--- src/rtl/fifo_sync_param_if.sv ---
// rtl/fifo_sync_param_if.sv - producer/consumer handshake bundle for fifo_sync_param
interface fifo_sync_param_if #(
   parameter int DW    = 8,
   parameter int DEPTH = 16
);
   localparam int AW = $clog2(DEPTH);

   logic          WR_EN;
   logic [DW-1:0] FIFO_IN;
   logic          RD_EN;
   logic          CLR_ERR;
   logic [DW-1:0] FIFO_OUT;
   logic          EMPTY;
   logic          FULL;
   logic          ALMOST_FULL;
   logic          ALMOST_EMPTY;
   logic [AW:0]   COUNT;
   logic          OVF;
   logic          UDF;

   modport master (
      output WR_EN, FIFO_IN, RD_EN, CLR_ERR,
      input  FIFO_OUT, EMPTY, FULL, ALMOST_FULL, ALMOST_EMPTY, COUNT, OVF, UDF
   );

   modport slave (
      input  WR_EN, FIFO_IN, RD_EN, CLR_ERR,
      output FIFO_OUT, EMPTY, FULL, ALMOST_FULL, ALMOST_EMPTY, COUNT, OVF, UDF
   );
endinterface

--- src/rtl/fifo_sync_param.sv ---
// rtl/fifo_sync_param.sv - parametrised single-clock FIFO with fill level, threshold flags and sticky errors
// Pointers carry an extra wrap bit so FULL/EMPTY are told apart without a separate flag.
module fifo_sync_param #(
   parameter int DW    = 8,
   parameter int DEPTH = 16,
   parameter int AF_TH = DEPTH - 2,
   parameter int AE_TH = 2,
   parameter int FWFT  = 0
) (
   input  logic               SYSCLK,
   input  logic               RST_B,
   fifo_sync_param_if.slave   bus
);
   localparam int AW = $clog2(DEPTH);
   localparam logic [AW:0] ONE    = {{AW{1'b0}}, 1'b1};
   localparam logic [AW:0] AF_LVL = (AW+1)'(AF_TH);
   localparam logic [AW:0] AE_LVL = (AW+1)'(AE_TH);

   logic [DW-1:0] mem_q [DEPTH];
   logic [AW:0]   wr_ptr_q, wr_ptr_d;
   logic [AW:0]   rd_ptr_q, rd_ptr_d;
   logic [AW:0]   count_q, count_d;
   logic          ovf_q, ovf_d;
   logic          udf_q, udf_d;
   logic          empty, full, rd_ok, wr_ok;

   assign empty = (wr_ptr_q == rd_ptr_q);
   assign full  = (wr_ptr_q[AW-1:0] == rd_ptr_q[AW-1:0]) && (wr_ptr_q[AW] != rd_ptr_q[AW]);
   assign rd_ok = bus.RD_EN & ~empty;
   // A concurrent accepted read frees the slot, so a write on FULL still lands.
   assign wr_ok = bus.WR_EN & (~full | rd_ok);

   always_comb begin
      wr_ptr_d = wr_ptr_q;
      rd_ptr_d = rd_ptr_q;
      count_d  = count_q;
      if (wr_ok) wr_ptr_d = wr_ptr_q + ONE;
      if (rd_ok) rd_ptr_d = rd_ptr_q + ONE;
      case ({wr_ok, rd_ok})
         2'b10:   count_d = count_q + ONE;
         2'b01:   count_d = count_q - ONE;
         default: count_d = count_q;
      endcase
      // New error events take priority over the clear.
      ovf_d = (bus.WR_EN & ~wr_ok) | (ovf_q & ~bus.CLR_ERR);
      udf_d = (bus.RD_EN & empty)  | (udf_q & ~bus.CLR_ERR);
   end

   always_ff @(posedge SYSCLK or negedge RST_B) begin
      if (!RST_B) begin
         wr_ptr_q <= '0;
         rd_ptr_q <= '0;
         count_q  <= '0;
         ovf_q    <= 1'b0;
         udf_q    <= 1'b0;
      end else begin
         wr_ptr_q <= wr_ptr_d;
         rd_ptr_q <= rd_ptr_d;
         count_q  <= count_d;
         ovf_q    <= ovf_d;
         udf_q    <= udf_d;
      end
   end

   always_ff @(posedge SYSCLK or negedge RST_B) begin
      if (!RST_B) begin
         for (int i = 0; i < DEPTH; i++) mem_q[i] <= '0;
      end else if (wr_ok) begin
         mem_q[wr_ptr_q[AW-1:0]] <= bus.FIFO_IN;
      end
   end

   generate
      if (FWFT != 0) begin : g_fwft
         assign bus.FIFO_OUT = mem_q[rd_ptr_q[AW-1:0]];
      end else begin : g_reg
         logic [DW-1:0] dout_q;
         always_ff @(posedge SYSCLK or negedge RST_B) begin
            if (!RST_B)     dout_q <= '0;
            else if (rd_ok) dout_q <= mem_q[rd_ptr_q[AW-1:0]];
         end
         assign bus.FIFO_OUT = dout_q;
      end
   endgenerate

   assign bus.EMPTY        = empty;
   assign bus.FULL         = full;
   assign bus.COUNT        = count_q;
   assign bus.ALMOST_FULL  = (count_q >= AF_LVL);
   assign bus.ALMOST_EMPTY = (count_q <= AE_LVL);
   assign bus.OVF          = ovf_q;
   assign bus.UDF          = udf_q;
endmodule

--- src/flat_wrapper.sv ---
// flat-port wrapper written by rule: the top's interface ports become plain ports
module fifo_sync_param_flat 
#(
   parameter int DW    = 8,
   parameter int DEPTH = 16,
   parameter int AF_TH = DEPTH - 2,
   parameter int AE_TH = 2,
   parameter int FWFT  = 0
)
  (SYSCLK, RST_B, bus_WR_EN, bus_FIFO_IN, bus_RD_EN, bus_CLR_ERR, bus_FIFO_OUT, bus_EMPTY, bus_FULL, bus_ALMOST_FULL, bus_ALMOST_EMPTY, bus_COUNT, bus_OVF, bus_UDF);
  fifo_sync_param_if #(.DW(DW), .DEPTH(DEPTH)) bus_i ();
  input  logic SYSCLK;
  input  logic RST_B;
  input wire logic [$bits(bus_i.WR_EN)-1:0] bus_WR_EN;
  input wire logic [$bits(bus_i.FIFO_IN)-1:0] bus_FIFO_IN;
  input wire logic [$bits(bus_i.RD_EN)-1:0] bus_RD_EN;
  input wire logic [$bits(bus_i.CLR_ERR)-1:0] bus_CLR_ERR;
  output wire logic [$bits(bus_i.FIFO_OUT)-1:0] bus_FIFO_OUT;
  output wire logic [$bits(bus_i.EMPTY)-1:0] bus_EMPTY;
  output wire logic [$bits(bus_i.FULL)-1:0] bus_FULL;
  output wire logic [$bits(bus_i.ALMOST_FULL)-1:0] bus_ALMOST_FULL;
  output wire logic [$bits(bus_i.ALMOST_EMPTY)-1:0] bus_ALMOST_EMPTY;
  output wire logic [$bits(bus_i.COUNT)-1:0] bus_COUNT;
  output wire logic [$bits(bus_i.OVF)-1:0] bus_OVF;
  output wire logic [$bits(bus_i.UDF)-1:0] bus_UDF;
  assign bus_i.WR_EN = bus_WR_EN;
  assign bus_i.FIFO_IN = bus_FIFO_IN;
  assign bus_i.RD_EN = bus_RD_EN;
  assign bus_i.CLR_ERR = bus_CLR_ERR;
  assign bus_FIFO_OUT = bus_i.FIFO_OUT;
  assign bus_EMPTY = bus_i.EMPTY;
  assign bus_FULL = bus_i.FULL;
  assign bus_ALMOST_FULL = bus_i.ALMOST_FULL;
  assign bus_ALMOST_EMPTY = bus_i.ALMOST_EMPTY;
  assign bus_COUNT = bus_i.COUNT;
  assign bus_OVF = bus_i.OVF;
  assign bus_UDF = bus_i.UDF;
  fifo_sync_param #(.DW(DW), .DEPTH(DEPTH), .AF_TH(AF_TH), .AE_TH(AE_TH), .FWFT(FWFT)) u_core (.SYSCLK(SYSCLK), .RST_B(RST_B), .bus(bus_i));
endmodule
--- config.mk ---
export PLATFORM = sky130hd
export DESIGN_NAME = fifo_sync_param_flat
export DESIGN_NICKNAME = d
export VERILOG_FILES = /design/src/rtl/fifo_sync_param_if.sv /design/src/rtl/fifo_sync_param.sv /design/src/flat_wrapper.sv
export SDC_FILE = /design/constraint.sdc
export NUM_CORES = 1
export LEC_CHECK = 0
export CORE_ASPECT_RATIO = 1.1
export CORE_MARGIN = 4
export CORE_UTILIZATION = 55
export CTS_CLUSTER_DIAMETER = 100
export DETAILED_ROUTE_END_ITERATION = 12
export PLACE_DENSITY = 0.73
export SLEW_MARGIN = 20
export SYNTH_ARGS = -nofsm -noshare
export SYNTH_HDL_FRONTEND = slang
export SYNTH_SLANG_ARGS = --single-unit
--- constraint.sdc ---
create_clock -name SYSCLK -period 2.97 [get_ports SYSCLK]
set_input_delay 0.4455 -clock SYSCLK [delete_from_list [all_inputs] [get_ports SYSCLK]]
set_output_delay 0.4455 -clock SYSCLK [all_outputs]
set_load 0.01 [all_outputs]
==> run summary, run 1 <==
* run status: complete, no violations
* maximum achievable frequency: 0.378 GHz
* YS warnings: 0
* initial core utilization: 57.1%
* power per standard cell area: 1150 mW/mm^2
* Core Rows: 43
* CTS H-tree lvls: 4
* compound-cell area share of the yosys netlist: 3.82%
* latest clock arrival within the worst-skew pair: 0.42 ns
* overall global routing resource usage: 21.7%
* P_sw: 3.09 mW
* I/O Buffers: 31
* Most used DFF post-synth: dfrtp_1
* total of flip-flops plus latches after synthesis: 153
* Critical Path End Type: register
* share of synthesized flip-flops with an asynchronous set or reset: 100%
* Clk Tree Root Cell: clkbuf_16
* Avg Inst Size Synth: 14.6 um^2
* headroom to the max-slew limit: 42.6%
* Netlist Area Pre-Place: 0.00731 mm^2
* EDFF count, synth: 0
* number of design-rule violations left by the first detailed-router iteration: 198
* Critical Path Start Type: register
* clock sink count: 153
* largest net degree at the start of global routing: 72
* # setup viols final: 0
* Area Overhead vs Synth: 14.0%
* Crit Reg-Reg Startpoint: u_core.wr_ptr_q[0]
* residual DRC count: 0
* total length of routed wires: 15.1 mm
* xor-xnor portion of the synthesized cell area: 2.16%
* top fanout value on the critical path: 6
* wire length of the first global-routing pass: 25.1 mm
* clock tree buffer depth: 2
* proportion of power drawn by the clock network: 21.4%
* setup slack of the worst register-to-register path: 0.32 ns
* number of unique standard cell types used by synthesis: 35
* TritonCTS clock tree: yes
* Core Footprint: 0.0128 mm^2
* max-slew violation total from the final report: 0
* post-synthesis instance total: 502
* vias: 4250
* share of cells above drive strength 1: 38.7%
* Internal Power: 6.48 mW
* initial antenna violation count: 0
* total iterations of the first detailed-routing run: 4
* setup tns final: 0 ns
* post-route clock skew: 0.00652 ns
* total power consumption of the routed design: 9.57 mW
* hold buffer count at cts: 0
* share of power burned in registers: 38.6%
* unrepaired setup endpoints after global routing: false
* antenna fix cells: 0
* number of CTS-inserted buffers: 17
* worst hold margin: 0.0393 ns
* largest cells by area after synthesis: dfrtp_1 (52%), mux2_2 (21%), mux4_1 (4.7%), mux4_2 (3.4%), nand4_2 (2.1%)
* WP data required: 3.27 ns
* Adder-Cell Fraction of Synth Area: 1.81%
* Final ANT Viol Nets: 0
* vias in the first global route: 4642
* post-cts resize count: 0
* combinational family with the most area after synthesis: multiplexers
* simple-gate share of the synthesized area: 6.50%
* most frequent standard cell in the layout excluding fill and tap cells: dfrtp_1
* worst min path class: input port to async pin
* leading cell types in the layout, fill and taps excluded: dfrtp_1 (152), mux2_2 (135), clkdlybuf4s50_1 (30)
* R2R cell count: 11
* Final Hold Vio Count: 0
* arrival time at the worst endpoint: 2.95 ns
* routability-driven placement congestion ratio: 0.790
* cell accounting for the most synthesized area: dfrtp_1
* residual overflow from global routing: 0
* Slew @ Worst Pin: 0.839 ns
* final net count: 555
* clock-pin slew on the worst setup and hold paths: 0.06 ns
* Sw Share: 32.3%
* width of the die: 118 um
* post-CTS setup buffers: 0
* max-capacitance violation count: 0
* Die Outline Area: 0.0152 mm^2
* die extent in y: 129 um
* Reg2Reg Capture Point: u_core.bus.COUNT[4]
* peak ir drop on the vdd network: 0.481 mV
* sequential element share of the synthesized area: 52.4%
* startpoint-to-endpoint class of the critical path: register to register
* reported leakage power: 3.60 nW
* mean number of vias per cell: 6.05
* IO Count: 32
* post-layout min period: 2.65 ns
* wire per inst: 21.4 um
* syn nets: 525
* combinational group share of total power: 40.0%
* share of synthesized area spent on multiplexers: 30.6%
* area share of the largest cell type after synthesis: 52.4%
* final worst path period share: 89.1%
* half-perimeter wire length of the detailed placement result: 9.44 mm
==> worst max-delay path by stage <==
stage / cells past startpoint / to / from
floorplan: 12 / u_core.bus.COUNT[4] / u_core.rd_ptr_q[2]
global placement: 11 / u_core.bus.COUNT[4] / bus_RD_EN
detailed placement: 11 / u_core.bus.COUNT[4] / bus_RD_EN
CTS: 11 / u_core.bus.COUNT[4] / u_core.wr_ptr_q[0]
global route: 11 / u_core.bus.COUNT[4] / u_core.wr_ptr_q[1]
finish: 11 / u_core.bus.COUNT[4] / u_core.wr_ptr_q[0]
==> kinds of logic (layout without fill, tap and decap cells) <==
logic type / after synthesis / after routing
flops: 153 / 153
buf+inv: 41 / 84
compound gates: 43 / 43
simple gates: 66 / 66
mux: 171 / 171
xor+xnor: 18 / 18
fa+ha+maj: 10 / 10
==> flip-flops by register name, summed over array words and instances (netlist names) <==
name and cells:
u_core.bus.OVF 1, u_core.wr_ptr_q 5, u_core.bus.UDF 1, u_core.bus.FIFO_OUT 8, u_core.mem_q 128, u_core.bus.COUNT 5
u_core.rd_ptr_q 5
==> layer usage <==
metal	vias to the layer above	GRT usage, %	wire, um
li1	1923	-	-
met1	2203	28.0	6520
met2	99	36.6	7530
met3	25	5.36	729
met4	0	7.17	276
met5	-	0	0
==> cells in the mapped netlist, types with 3 or more instances <==
| master | instances |
|---|---|
| mux2_2 | 135 |
| mux2i_1 | 8 |
| a211oi_1 | 8 |
| nand4_1 | 3 |
| nor2_1 | 13 |
| buf_6 | 4 |
| nor3b_4 | 3 |
| xnor2_1 | 13 |
| ha_1 | 9 |
| o21ai_0 | 3 |
| mux2_1 | 4 |
| nand2_1 | 10 |
| dfrtp_1 | 153 |
| nor2b_1 | 18 |
| nand4_2 | 12 |
| mux4_1 | 13 |
| clkbuf_1 | 17 |
| a21oi_1 | 19 |
| xor2_1 | 5 |
| inv_1 | 7 |
| a2111oi_0 | 9 |
| buf_2 | 9 |
| mux4_2 | 11 |
==> power groups by stage <==
stage / Clock (mW) / Sequential [mW] / Combinational, mW
floorplan: 0 / 3.57 / 2.87
global placement: 0 / 3.62 / 3.74
detailed placement: 0 / 3.71 / 3.84
CTS: 2.09 / 3.68 / 3.87
global route: 2.18 / 3.81 / 4.18
finish: 2.05 / 3.69 / 3.83
==> critical path, cell delays in order (launching register included) <==
cell	delay, ns
dfrtp_1	0.46
xnor2_1	0.23
and4_4	0.27
nand3_2	0.08
nand2_1	0.13
ha_1	0.30
ha_1	0.32
a21o_1	0.20
a21oi_1	0.17
xor2_1	0.16
nor2_1	0.07
xor2_1	0.15
==> layout make-up <==
| cell class | count | area [um^2] |
|---|---|---|
| Clock inverter | 10 | 92.6 |
| Inverter | 7 | 26.3 |
| Clock buffer | 22 | 474 |
| Sequential cell | 153 | 3830 |
| Tap cell | 157 | 196 |
| Timing Repair Buffer | 45 | 429 |
| Fill cell | 952 | 4470 |
| Multi-Input combinational cell | 308 | 3280 |
==> stage by stage <==
step	utilization [%]	setup slack [ns]	area, um^2	std cells
floorplan	-	0.235	7310	502
global placement	60.6	0.280	7760	670
detailed placement	60.6	0.179	7760	670
CTS	65.1	0.323	8330	702
global route	65.1	0.0976	8330	702
finish	65.1	0.324	8330	702
(Power assumes the default switching activity.)
==> run 2, diff against run 1 <==
- CORE_MARGIN: 4 -> not set
==> run 2 against run 1 <==
- the run now ends with DRC left
- register-to-register slack is essentially flat
- worst setup slack gained 0.0036 ns
- total power grew 2.0%
- clock skew shrank 0.0012 ns
- combinational power is essentially flat
- sequential share of layout area shrank 0.29 points
- cell area grew 0.63%
- sequential power is essentially flat
- utilization grew 0.41 points
- critical path type unchanged
- largest power group unchanged
==> run summary, run 2 (synthesis results as in run 1) <==
* Reg2Reg Capture Point: u_core.bus.COUNT[4]
* reported leakage power: 3.64 nW
* overall global routing resource usage: 24.9%
* peak ir drop on the vdd network: 0.557 mV
* Core Rows: 43
* share of power burned in registers: 37.9%
* post-cts resize count: 0
* half-perimeter wire length of the detailed placement result: 9.57 mm
* share of cells above drive strength 1: 38.3%
* die extent in y: 123 um
* global-route met3 utilization: 4.07%
* clock sink count: 153
* R2R cell count: 11
* Die Outline Area: 0.0138 mm^2
* worst min path class: register to register
* I/O Buffers: 31
* maximum achievable frequency: 0.378 GHz
* leading cell types in the layout, fill and taps excluded: dfrtp_1 (152), mux2_2 (135), clkdlybuf4s50_1 (30)
* count of filler cells inserted in the layout: 926
* initial antenna violation count: 0
* worst hold margin: 0.487 ns
* total length of routed wires: 15.6 mm
* latest clock arrival within the worst-skew pair: 0.43 ns
* # setup viols final: 0
* post-layout min period: 2.64 ns
* Crit Reg-Reg Startpoint: u_core.wr_ptr_q[2]
* setup tns final: 0 ns
* number of cells on the worst hold path: 1
* endpoint of the worst hold-timing path: u_core.mem_q[24]
* residual DRC count: 5
* initial core utilization: 57.1%
* antenna fix cells: 0
* run status: complete, but fails checks
* clock tree buffer depth: 2
* arrival time at the worst endpoint: 2.95 ns
* violations in the final reports: DRC
* area used by sequential logic in the layout: 0.00383 mm^2
* power per standard cell area: 1160 mW/mm^2
* TritonCTS clock tree: yes
* Slew @ Worst Pin: 0.699 ns
* unrepaired setup endpoints after global routing: false
* startpoint-to-endpoint class of the critical path: register to register
* total iterations of the first detailed-routing run: 9
* number of CTS-inserted buffers: 17
* CTS H-tree lvls: 4
* area used by multi-input combinational logic: 0.00328 mm^2
* Critical Path End Type: register
* max FFs per register: 128
* vias in the first global route: 4571
* clock-pin slew on the worst setup and hold paths: 0.06 ns
* Critical Path Start Type: register
* mean number of vias per cell: 6.13
* final net count: 556
* cell family with the largest share of critical-path delay: adder cells
* Final ANT Viol Nets: 0
* Internal Power: 6.66 mW
* P_sw: 3.10 mW
* standard cell with the maximum stage delay on the critical path: dfrtp_1
* top fanout value on the critical path: 7
* Hold Path Origin: u_core.mem_q[24]
* cell-by-cell listing of the critical path: xnor2_1 > and4_4 > nand3_2 > nand2_1 > ha_1 > ha_1 > a21o_1 > a21oi_1 > xor2_1 > nor2_1 > xor2_1
* headroom to the max-slew limit: 52.2%
* combinational group share of total power: 39.2%
* fraction of met1 tracks used by global routing: 30.9%
* Core Footprint: 0.0128 mm^2
* Sw Share: 31.8%
* routability-driven placement congestion ratio: 0.778
* Clk Tree Root Cell: clkbuf_16
* residual overflow from global routing: 0
* proportion of power drawn by the clock network: 22.9%
* final worst path period share: 89.0%
* width of the die: 112 um
* Area Overhead vs Synth: 14.7%
* wire per inst: 22.2 um
* Buffers & Inverters on Critical Path: 0
* post-route clock skew: 0.00531 ns
* WP data required: 3.28 ns
* grt met2 use: 43.1%
* wire length of the first global-routing pass: 25.0 mm
* vias: 4312
* setup slack of the worst register-to-register path: 0.33 ns
* IO Count: 32
* worst stage delay on the critical path: 0.46 ns
* top register by number of flip-flops: u_core.mem_q
* most frequent standard cell in the layout excluding fill and tap cells: dfrtp_1
* Final Hold Vio Count: 0
* busiest metal layer after global routing: met2
* max-capacitance violation count: 0
* max-slew violation total from the final report: 0
* largest net degree at the start of global routing: 56
* number of design-rule violations left by the first detailed-router iteration: 188
-- run 2: cell types whose count changed in the layout (fill, tap and decap cells not counted) --
| cell | before | now |
|---|---|---|
| clkinvlp_4 | 4 | 0 |
| clkinv_4 | 0 | 1 |
| inv_6 | 2 | 0 |
| clkbuf_8 | 3 | 4 |
| bufinv_16 | 1 | 3 |
| clkbuf_1 | 2 | 4 |
| dlygate4sd3_1 | 0 | 1 |
-- run 2: how the worst max path moves through the flow --
stage	start	to	slack [ns]	depth (start not counted)
6_report	u_core.wr_ptr_q[2]	u_core.bus.COUNT[4]	0.33	11
5_1_grt	u_core.wr_ptr_q[2]	u_core.bus.COUNT[4]	0.14	11
4_1_cts	u_core.wr_ptr_q[2]	u_core.bus.COUNT[4]	0.35	11
3_5_place_dp	bus_RD_EN	u_core.bus.COUNT[4]	0.23	11
3_3_place_gp	bus_RD_EN	u_core.bus.COUNT[4]	0.28	11
2_1_floorplan	u_core.rd_ptr_q[2]	u_core.bus.COUNT[4]	0.24	12
-- run 2: worst register-to-register path, delay by kind of cell (launching register included) --
family / cells / cell delay [ns]
xor+xnor: 3 / 0.53
compound gates: 2 / 0.36
flops: 1 / 0.46
simple gates: 4 / 0.55
fa+ha+maj: 2 / 0.63
-- run 2: repair_timing --
action | in CTS | in global routing
hold buffers | 1 | 0
buffers inserted | 0 | 0
endpoints found under the hold margin | 26 | 0
-- run 2: per-layer routing --
metal	vias up	part of all wire, %
met4	0	2.6
met2	90	51
li1	1928	-
met1	2269	43
met3	25	3.7
met5	-	0
-- run 2: area by class of cell --
type / instances / area share [%]
Inverter: 7 / 0.313
Multi-Input combinational cell: 308 / 39.2
Sequential cell: 153 / 45.7
Clock buffer: 25 / 5.91
Clock inverter: 7 / 1.36
Timing Repair Buffer: 46 / 5.24
Tap cell: 157 / 2.34
-- run 2: power by group through the flow --
stage / sequential [mW] / clock (mW) / combinational (mW)
5_1_grt: 3.82 / 2.34 / 4.13
6_report: 3.70 / 2.23 / 3.82
3_3_place_gp: 3.62 / 0 / 3.72
3_5_place_dp: 3.72 / 0 / 3.83
4_1_cts: 3.69 / 2.26 / 3.86
2_1_floorplan: 3.57 / 0 / 2.87
-- run 2: metrics by stage --
step / utilization (%) / total power, mW / worst slack (ns) / std cells / instance area (um^2)
after floorplan: - / 6.43 / 0.235 / 502 / 7310
after global placement: 60.6 / 7.34 / 0.277 / 670 / 7760
after detailed placement: 60.6 / 7.55 / 0.229 / 670 / 7760
after CTS: 65.5 / 9.81 / 0.353 / 703 / 8380
after global routing: 65.5 / 10.3 / 0.142 / 703 / 8380
final: 65.5 / 9.76 / 0.327 / 703 / 8380
==> run 3, diff against run 2 <==
- DONT_BUFFER_PORTS: not set -> 1
- PLACE_DENSITY: 0.73 -> 0.7
==> run 3 against run 2 <==
- the run ends with DRC, hold timing left
- total power decreased by 4.2%
- routed wire length decreased by 2.9%
- largest power group is now registers
- clock skew is essentially flat
- critical path type unchanged
- register-to-register slack is essentially flat
- non-clock buffer count is 39 lower
- final cell count shrank 5.7%
- critical endpoint unchanged
- cell area is 5.0% lower
- sequential power rose by 1%
==> run summary, run 3 (synthesis results as in run 1) <==
* run status: complete, but fails checks
* violations in the final reports: DRC, hold timing
* Slew @ Worst Pin: 0.840 ns
* post-layout min period: 2.66 ns
* width of the die: 112 um
* Final Hold Vio Count: 153
* residual overflow from global routing: 0
* Core Footprint: 0.0128 mm^2
* post-layout worst setup margin: 0.313 ns
* Buffers & Inverters on Critical Path: 0
* count of filler cells inserted in the layout: 953
* area used by multi-input combinational logic: 0.00328 mm^2
* top fanout value on the critical path: 7
* max FFs per register: 128
* Area Overhead vs Synth: 8.99%
* Worst Setup Slack post-DPL: 0.331 ns
* vias in the first global route: 4268
* Critical Path Start Type: register
* unrepaired setup endpoints after global routing: false
* Final ANT Viol Nets: 0
* I/O Buffers: 0
* post-route clock skew: 0.00526 ns
* cell-by-cell listing of the critical path: xnor2_1 > and4_4 > nand3_2 > nand2_1 > ha_1 > ha_1 > a21o_1 > a21oi_1 > xor2_1 > nor2_1 > xor2_1
* wire per inst: 22.8 um
* max-slew violation total from the final report: 0
* die extent in y: 123 um
* leading cell types in the layout, fill and taps excluded: dfrtp_1 (152), mux2_2 (135), nor2b_1 (18), a21oi_1 (18), clkbuf_16 (17)
* worst min path class: input port to async pin
* headroom to the max-slew limit: 42.6%
* CTS H-tree lvls: 4
* routability-driven placement congestion ratio: 0.791
* reported leakage power: 3.45 nW
* most frequent standard cell in the layout excluding fill and tap cells: dfrtp_1
* total length of routed wires: 15.1 mm
* Die Outline Area: 0.0138 mm^2
* post-cts resize count: 0
* power per standard cell area: 1170 mW/mm^2
* WP data required: 3.27 ns
* fin util: 62.2%
* antenna fix cells: 0
* largest net degree at the start of global routing: 154
* max-capacitance violation count: 0
* wire length of the first global-routing pass: 24.4 mm
* startpoint-to-endpoint class of the critical path: register to register
* initial core utilization: 57.1%
* arrival time at the worst endpoint: 2.95 ns
* Critical Path End Type: register
* clock-pin slew on the worst setup and hold paths: 0.06 ns
* half-perimeter wire length of the detailed placement result: 9.51 mm
* number of CTS-inserted buffers: 17
* Post-Place Cells: 632
* share of cells above drive strength 1: 39.3%
* TritonCTS clock tree: yes
* standard cell with the maximum stage delay on the critical path: dfrtp_1
* final worst path period share: 89.4%
* IO Count: 32
* peak ir drop on the vdd network: 0.463 mV
* total iterations of the first detailed-routing run: 8
* number of design-rule violations left by the first detailed-router iteration: 256
* worst hold margin: -0.277 ns
* setup tns final: 0 ns
* clock sink count: 153
* number of standard cells in the final layout excluding fillers: 663
* # setup viols final: 0
* latest clock arrival within the worst-skew pair: 0.42 ns
* overall global routing resource usage: 24.5%
* maximum achievable frequency: 0.376 GHz
* clock tree buffer depth: 2
* vias: 4120
* Clk Tree Root Cell: clkbuf_16
* worst stage delay on the critical path: 0.46 ns
* residual DRC count: 3
* cell family with the largest share of critical-path delay: adder cells
* mean number of vias per cell: 6.21
* final net count: 517
* Core Rows: 43
* initial antenna violation count: 0
* top register by number of flip-flops: u_core.mem_q
* area used by sequential logic in the layout: 0.00383 mm^2
## run 3: where the power goes
group          leakage [nW]  internal (mW)  switching [mW]
logic                  1.29           1.89            1.59
registers              1.88           3.12           0.616
clock network         0.281           1.33           0.796
total                  3.45           6.34            3.01
## run 3: per-stage QoR
stage          power [mW]  cell area (um^2)
2_1_floorplan        6.43              7310
3_3_place_gp         7.09              7390
3_5_place_dp         7.24              7390
4_1_cts              9.42              7970
5_1_grt              9.89              7970
6_report             9.35              7970
## run 3: worst paths after layout
kind / to / cells past startpoint / from / slack [ns]
min: u_core.bus.COUNT[1] / 0 / RST_B / -0.28
min reg2reg: u_core.mem_q[24] / 1 / u_core.mem_q[24] / 0.49
max reg2reg: u_core.bus.COUNT[4] / 11 / u_core.wr_ptr_q[2] / 0.31
max in group asynchronous: u_core.mem_q[86] / 0 / RST_B / 2.99
min in group SYSCLK: u_core.bus.OVF / 1 / bus_CLR_ERR / 0.12
max: u_core.bus.COUNT[4] / 11 / u_core.wr_ptr_q[2] / 0.31
## run 3: metal layers
metal  wire length, um  part of all wire, %  GRT usage (%)  vias to the layer above
met5                 0                    0              0                        -
met4               267                  1.8           8.87                        0
met3               646                  4.3           5.25                       17
met2              7370                   49           39.6                       94
met1              6860                   45           32.9                     2162
li1                  -                    -              -                     1847
## run 3: final cells by class
type / instances / area share, %
Clock inverter: 8 / 1.52
Timing Repair Buffer: 7 / 0.660
Multi-Input combinational cell: 308 / 41.2
Clock buffer: 23 / 5.75
Inverter: 7 / 0.330
Tap cell: 157 / 2.47
Sequential cell: 153 / 48.1
## run 3: repair_timing
item / 4_1_cts / 5_1_grt
setup buffers: 0 / 0
endpoints found under the hold margin: 153 / 153
endpoints found under the setup margin: 0 / 0
